[src/rtl/voice_allocator.sv]
// Note-event voice scheduler: serially scans VOICES slots and issues key/velocity load strobes.
// Optional macro VOICE_STEAL_EN enables stealing the oldest held voice; otherwise such notes are dropped.
module voice_allocator #(
  parameter int VOICES  = 4,
  parameter int V_WIDTH = (VOICES > 1) ? $clog2(VOICES) : 1,
  parameter int AGE_W   = 8
) (
  input  logic               CLOCK_25,
  input  logic               reset,
  input  logic               ev_valid,
  output logic               ev_ready,
  input  logic               ev_on,
  input  logic [6:0]         ev_key,
  input  logic [6:0]         ev_vel,
  input  logic [VOICES-1:0]  voice_free,
  output logic [VOICES-1:0]  keys_on,
  output logic               note_on,
  output logic               note_off,
  output logic [V_WIDTH-1:0] cur_key_adr,
  output logic [7:0]         cur_key_val,
  output logic [7:0]         cur_vel_on,
  output logic [7:0]         cur_vel_off,
  output logic [V_WIDTH:0]   active_keys,
  output logic               off_note_error,
  output logic               stolen
);

  localparam int LAST = VOICES - 1;

  typedef enum logic [1:0] {IDLE, SCAN, ISSUE} state_t;

  state_t             state_q;
  logic [V_WIDTH-1:0] idx_q;
  logic               evOn_q;
  logic [6:0]         evKey_q;
  logic [6:0]         evVel_q;

  logic               matchFound_q, freeFound_q, relFound_q;
  logic [V_WIDTH-1:0] matchIdx_q, freeIdx_q, relIdx_q;
`ifdef VOICE_STEAL_EN
  logic               oldFound_q;
  logic [V_WIDTH-1:0] oldIdx_q;
  logic [AGE_W-1:0]   oldAge_q;
`endif

  logic [6:0]         tag_q [VOICES];
  logic [AGE_W-1:0]   age_q [VOICES];
  logic [VOICES-1:0]  keys_on_q, keys_on_d;
  logic [V_WIDTH:0]   active_q, active_d;

  logic               noteOn_q, noteOff_q, offErr_q, stolen_q;
  logic [V_WIDTH-1:0] curAdr_q;
  logic [7:0]         curVal_q, curVelOn_q, curVelOff_q;

  logic               issueOn_d, issueOff_d, issueErr_d, issueFlag_d;
  logic [V_WIDTH-1:0] target_d;

  // Resolve the recorded scan candidates into the action taken in ISSUE.
  always_comb begin
    issueOn_d   = 1'b0;
    issueOff_d  = 1'b0;
    issueErr_d  = 1'b0;
    issueFlag_d = 1'b0;
    target_d    = '0;
    keys_on_d   = keys_on_q;
    if (state_q == ISSUE) begin
      if (evOn_q) begin
        if (matchFound_q) begin
          issueOn_d = 1'b1;
          target_d  = matchIdx_q;
        end else if (freeFound_q) begin
          issueOn_d = 1'b1;
          target_d  = freeIdx_q;
        end else if (relFound_q) begin
          issueOn_d = 1'b1;
          target_d  = relIdx_q;
        end else begin
`ifdef VOICE_STEAL_EN
          issueOn_d   = 1'b1;
          issueFlag_d = 1'b1;
          target_d    = oldIdx_q;
`else
          issueFlag_d = 1'b1;
`endif
        end
        if (issueOn_d) keys_on_d[target_d] = 1'b1;
      end else if (matchFound_q) begin
        issueOff_d            = 1'b1;
        target_d              = matchIdx_q;
        keys_on_d[target_d]   = 1'b0;
      end else begin
        issueErr_d = 1'b1;
      end
    end
  end

  always_comb begin
    active_d = '0;
    for (int i = 0; i < VOICES; i++) active_d = active_d + (V_WIDTH+1)'(keys_on_d[i]);
  end

  always_ff @(posedge CLOCK_25) begin
    if (reset) begin
      state_q      <= IDLE;
      idx_q        <= '0;
      evOn_q       <= 1'b0;
      evKey_q      <= '0;
      evVel_q      <= '0;
      matchFound_q <= 1'b0;
      freeFound_q  <= 1'b0;
      relFound_q   <= 1'b0;
      matchIdx_q   <= '0;
      freeIdx_q    <= '0;
      relIdx_q     <= '0;
`ifdef VOICE_STEAL_EN
      oldFound_q   <= 1'b0;
      oldIdx_q     <= '0;
      oldAge_q     <= '0;
`endif
      for (int i = 0; i < VOICES; i++) begin
        tag_q[i] <= '0;
        age_q[i] <= '0;
      end
      keys_on_q    <= '0;
      active_q     <= '0;
      noteOn_q     <= 1'b0;
      noteOff_q    <= 1'b0;
      offErr_q     <= 1'b0;
      stolen_q     <= 1'b0;
      curAdr_q     <= '0;
      curVal_q     <= '0;
      curVelOn_q   <= '0;
      curVelOff_q  <= '0;
    end else begin
      noteOn_q  <= issueOn_d;
      noteOff_q <= issueOff_d;
      offErr_q  <= issueErr_d;
      stolen_q  <= issueFlag_d;
      case (state_q)
        IDLE: begin
          if (ev_valid) begin
            // Velocity 0 on a note-on is the running-status form of note-off.
            evOn_q       <= ev_on && (ev_vel != 7'd0);
            evKey_q      <= ev_key;
            evVel_q      <= ev_vel;
            matchFound_q <= 1'b0;
            freeFound_q  <= 1'b0;
            relFound_q   <= 1'b0;
`ifdef VOICE_STEAL_EN
            oldFound_q   <= 1'b0;
`endif
            idx_q        <= '0;
            state_q      <= SCAN;
          end
        end
        SCAN: begin
          if (keys_on_q[idx_q] && tag_q[idx_q] == evKey_q && !matchFound_q) begin
            matchFound_q <= 1'b1;
            matchIdx_q   <= idx_q;
          end
          if (!keys_on_q[idx_q] && voice_free[idx_q] && !freeFound_q) begin
            freeFound_q <= 1'b1;
            freeIdx_q   <= idx_q;
          end
          if (!keys_on_q[idx_q] && !relFound_q) begin
            relFound_q <= 1'b1;
            relIdx_q   <= idx_q;
          end
`ifdef VOICE_STEAL_EN
          // Strict compare keeps the lowest index among equally old voices.
          if (keys_on_q[idx_q] && (!oldFound_q || age_q[idx_q] > oldAge_q)) begin
            oldFound_q <= 1'b1;
            oldIdx_q   <= idx_q;
            oldAge_q   <= age_q[idx_q];
          end
`endif
          if (idx_q == V_WIDTH'(LAST)) state_q <= ISSUE;
          else idx_q <= idx_q + V_WIDTH'(1);
        end
        ISSUE: begin
          state_q   <= IDLE;
          keys_on_q <= keys_on_d;
          active_q  <= active_d;
          for (int i = 0; i < VOICES; i++) begin
            if (issueOn_d && V_WIDTH'(i) == target_d) begin
              tag_q[i] <= evKey_q;
              age_q[i] <= '0;
            end else if (issueOn_d && keys_on_q[i] && age_q[i] != {AGE_W{1'b1}}) begin
              age_q[i] <= age_q[i] + AGE_W'(1);
            end
          end
          if (issueOn_d) begin
            curAdr_q   <= target_d;
            curVal_q   <= {1'b0, evKey_q};
            curVelOn_q <= {1'b0, evVel_q};
          end
          if (issueOff_d) begin
            curAdr_q    <= target_d;
            curVal_q    <= {1'b0, evKey_q};
            curVelOff_q <= {1'b0, evVel_q};
          end
        end
        default: state_q <= IDLE;
      endcase
    end
  end

  assign ev_ready       = (state_q == IDLE);
  assign keys_on        = keys_on_q;
  assign active_keys    = active_q;
  assign note_on        = noteOn_q;
  assign note_off       = noteOff_q;
  assign off_note_error = offErr_q;
  assign stolen         = stolen_q;
  assign cur_key_adr    = curAdr_q;
  assign cur_key_val    = curVal_q;
  assign cur_vel_on     = curVelOn_q;
  assign cur_vel_off    = curVelOff_q;

endmodule

[config.mk]
export PLATFORM = sky130hd
export DESIGN_NAME = voice_allocator
export DESIGN_NICKNAME = d
export VERILOG_FILES = /design/src/rtl/voice_allocator.sv
export SDC_FILE = /design/constraint.sdc
export NUM_CORES = 1
export LEC_CHECK = 0
export CAP_MARGIN = 30
export CORE_MARGIN = 3
export CORE_UTILIZATION = 40
export CTS_BUF_LIST = sky130_fd_sc_hd__clkbuf_16
export DETAILED_ROUTE_END_ITERATION = 10
export PLACE_DENSITY = 0.61
export SKIP_CTS_REPAIR_TIMING = 1
export SYNTH_ARGS = -nofsm -noshare
export SYNTH_HDL_FRONTEND = slang
export SYNTH_SLANG_ARGS = --single-unit
[constraint.sdc]
create_clock -name CLOCK_25 -period 5 [get_ports CLOCK_25]
set_clock_uncertainty 0.1 [all_clocks]
set_input_delay 1.5 -clock CLOCK_25 [delete_from_list [all_inputs] [get_ports CLOCK_25]]
set_output_delay 1.5 -clock CLOCK_25 [all_outputs]
set_load 0.05 [all_outputs]
==> metrics.txt <==
outcome=complete, no violations; Tmin final=3.35 ns; port bufs=56; CP startpoint kind=register; worst slack, placed=1.78 ns; Post-synth top cells=nand2_1, dfxtp_1, a21oi_1; crit end category=output port; Required @ worst endpoint=3.40 ns; DR iter-0 viols=179; Layout Cells excl Fill=561; final worst-path cycle share=66.9%; Ports=60; Row Count=35; LEAKAGE=1.77 nW; Post-synth ARST share=0%; Crit path depth=2; CP max FO=10; Final Hold Fails=0; Ant. Diodes=0; final WL=8610 microns; drt wl/cell=15.3 microns; switching share of total power=23.0%; Syn Inst Count=381; peak supply drop=0.165 mV; Setup CP Type=register to output port; Worst-path clk slew=0.07 ns; post-placement cell count=545; data arrival time of the critical path=1.75 ns; critical path's slowest cell=clkdlybuf4s50_1; DR vias/cell=4.95; Placer Congestion=0.786; Avg Inst Size Synth=10.3 sq um; Core Area=9370 sq um; R2R Path Start=state_q[1]$_SDFFE_PP0P_; sequential share of the synthesized area=54.3%; Clk Latency, worst-skew pair=0.34 ns; share of layout cells above drive strength 1=8.10%; CTS max path bufs=2; f_max=299 MHz; worst slew pin tran=0.705 ns; final worst setup slack=1.65 ns; Slew HR=53.0%; fillers=871; Root Buffer=clkbuf_16; via count=2,777; number of global-route vias before repair=2,728; RSZ-0062 raised after global routing=false; crit path to=ev_ready; post-synth cell types=53; P_int=0.00120 W; initial antenna violation count=0; worst path bufs/invs=1; initial core utilization=41.7%; Yosys reg bits=92; largest net degree at the start of global routing=41; synth warn=0; total track usage=16.3%; combinational power share=5.8%; critical-path cell list=nor2_1 -> clkdlybuf4s50_1; r2r worst-path depth=11; DP HPWL=6100 microns; Critical Path Source=state_q[0]$_SDFFE_PP0P_; Slew Limit Fails=0; setup_tns=0 ns; GRT overflow=0; max-cap violations=0; top cells by area, synth=dfxtp_1, edfxtp_1, nand2_1, and2_1, a21oi_1; first-pass GRT wire length=14,200 microns; Post-synth EDFFs=28; clk sinks=92; CTS H-tree depth=3; R2R setup slack=1.83 ns; Final nets=453; Routed Antenna Nets=0; P&R area growth vs syn=23.2%; area leader, netlist=dfxtp_1; die area=11,000 sq um; sequential group share of total power=51.8%; die width=105 microns; Sw Pwr=0.000358 W; Power, Total=0.00156 W; # setup viols final=0; height of the die=105 microns; Pre-antenna DRT Iters=4; cell area after synthesis=3910 sq um; Power per Cell Area=323 nW/um^2; reg2reg end=active_keys[1]$_SDFFE_PP0N_; family with the most delay on the worst path=buffers and inverters; top-count cell post-synth=nand2_1; CTS Buf Count=9; DRC=0; slowest stage delay, CP=0.83 ns; ys flop type=dfxtp_1; clock share of power=42.4%; Synth top area share=32.8%; Tightest Hold Check Type=register to register; CTS tree=built
## layer usage
metal  vias up  track usage [%]  share of wire, %
met5         -                0                 0
met4         0             5.62              0.87
met3         6             4.01               4.7
met2        56             24.7                47
met1      1322             22.6                47
li1       1393                -                 -
## cell type report
class | count | area (sq um) | area share (%)
Multi-Input combinational cell | 264 | 1660 | 34.4
Tap cell | 129 | 161 | 3.35
Inverter | 2 | 7.51 | 0.156
Clock buffer | 10 | 250 | 5.19
Sequential cell | 92 | 2120 | 44.1
Clock inverter | 6 | 46.3 | 0.961
Timing Repair Buffer | 58 | 571 | 11.8
## registers in the layout, indices dropped and copies added, names as in the netlist, 3 cells and up, named ones only
signal       flops
cur_key_val      7
evKey_q          7
active_keys      3
tag_q           28
cur_vel_off      7
keys_on          4
evVel_q          7
cur_vel_on       7
## worst min-delay path by stage
stage	from	end	slack, ns	cells past startpoint
2_1_floorplan	evVel_q[0]$_SDFFE_PP0P_	cur_vel_off[0]$_SDFFE_PP0P_	0.35	2
3_3_place_gp	cur_vel_on[0]$_SDFFE_PP0P_	cur_vel_on[0]$_SDFFE_PP0P_	0.35	2
3_5_place_dp	cur_vel_off[1]$_SDFFE_PP0P_	cur_vel_off[1]$_SDFFE_PP0P_	0.35	2
4_1_cts	cur_vel_on[0]$_SDFFE_PP0P_	cur_vel_on[0]$_SDFFE_PP0P_	0.36	2
5_1_grt	cur_vel_off[1]$_SDFFE_PP0P_	cur_vel_off[1]$_SDFFE_PP0P_	0.38	2
6_report	cur_vel_on[0]$_SDFFE_PP0P_	cur_vel_on[0]$_SDFFE_PP0P_	0.36	2
## tightest hold or removal path, cell delays in order (launching register included)
cell and delay (ns):
dfxtp_1 0.31, nand2_1 0.05, a21oi_1 0.05
## layout by cell type, fill, tap and decap left out, drive strengths merged, types with 4 or more instances in the layout
cell type	count
clkbuf	10
mux4	9
dfxtp	64
and2	32
inv	4
clkdlybuf4s50	55
edfxtp	28
a22oi	4
nand2b	9
xnor2	5
mux2i	14
o21ai	4
nor2	28
a21oi	38
nand2	73
nor4	4
## cell families after synthesis
| group | synth area share, % |
|---|---|
| flip-flops | 54.3 |
| buffers and inverters | 3.52 |
| AND/OR/NAND/NOR | 21.5 |
| multiplexers | 9.15 |
| AO/OA/AOI/OAI | 8.41 |
| other | 0.0959 |
| adder cells (fa/ha/maj) | 1.47 |
| XOR/XNOR | 1.57 |
## through the flow
stage	util [%]	cell area, sq um	hold WS [ns]
2_1_floorplan	-	3920	0.345
3_3_place_gp	48.2	4520	0.352
3_5_place_dp	48.2	4520	0.349
4_1_cts	51.4	4820	0.361
5_1_grt	51.4	4820	0.379
6_report	51.4	4820	0.357
## power by group through the flow
| stage | combinational, W | sequential, W | clock (W) |
|---|---|---|---|
| finish | 0.0000907 | 0.000807 | 0.000660 |
| global route | 0.0000997 | 0.000811 | 0.000702 |
| CTS | 0.0000916 | 0.000808 | 0.000670 |
| detailed placement | 0.0000913 | 0.000825 | 0 |
| global placement | 0.0000906 | 0.000824 | 0 |
| floorplan | 0.0000737 | 0.000811 | 0 |
Power figures use the tool's default switching activity.
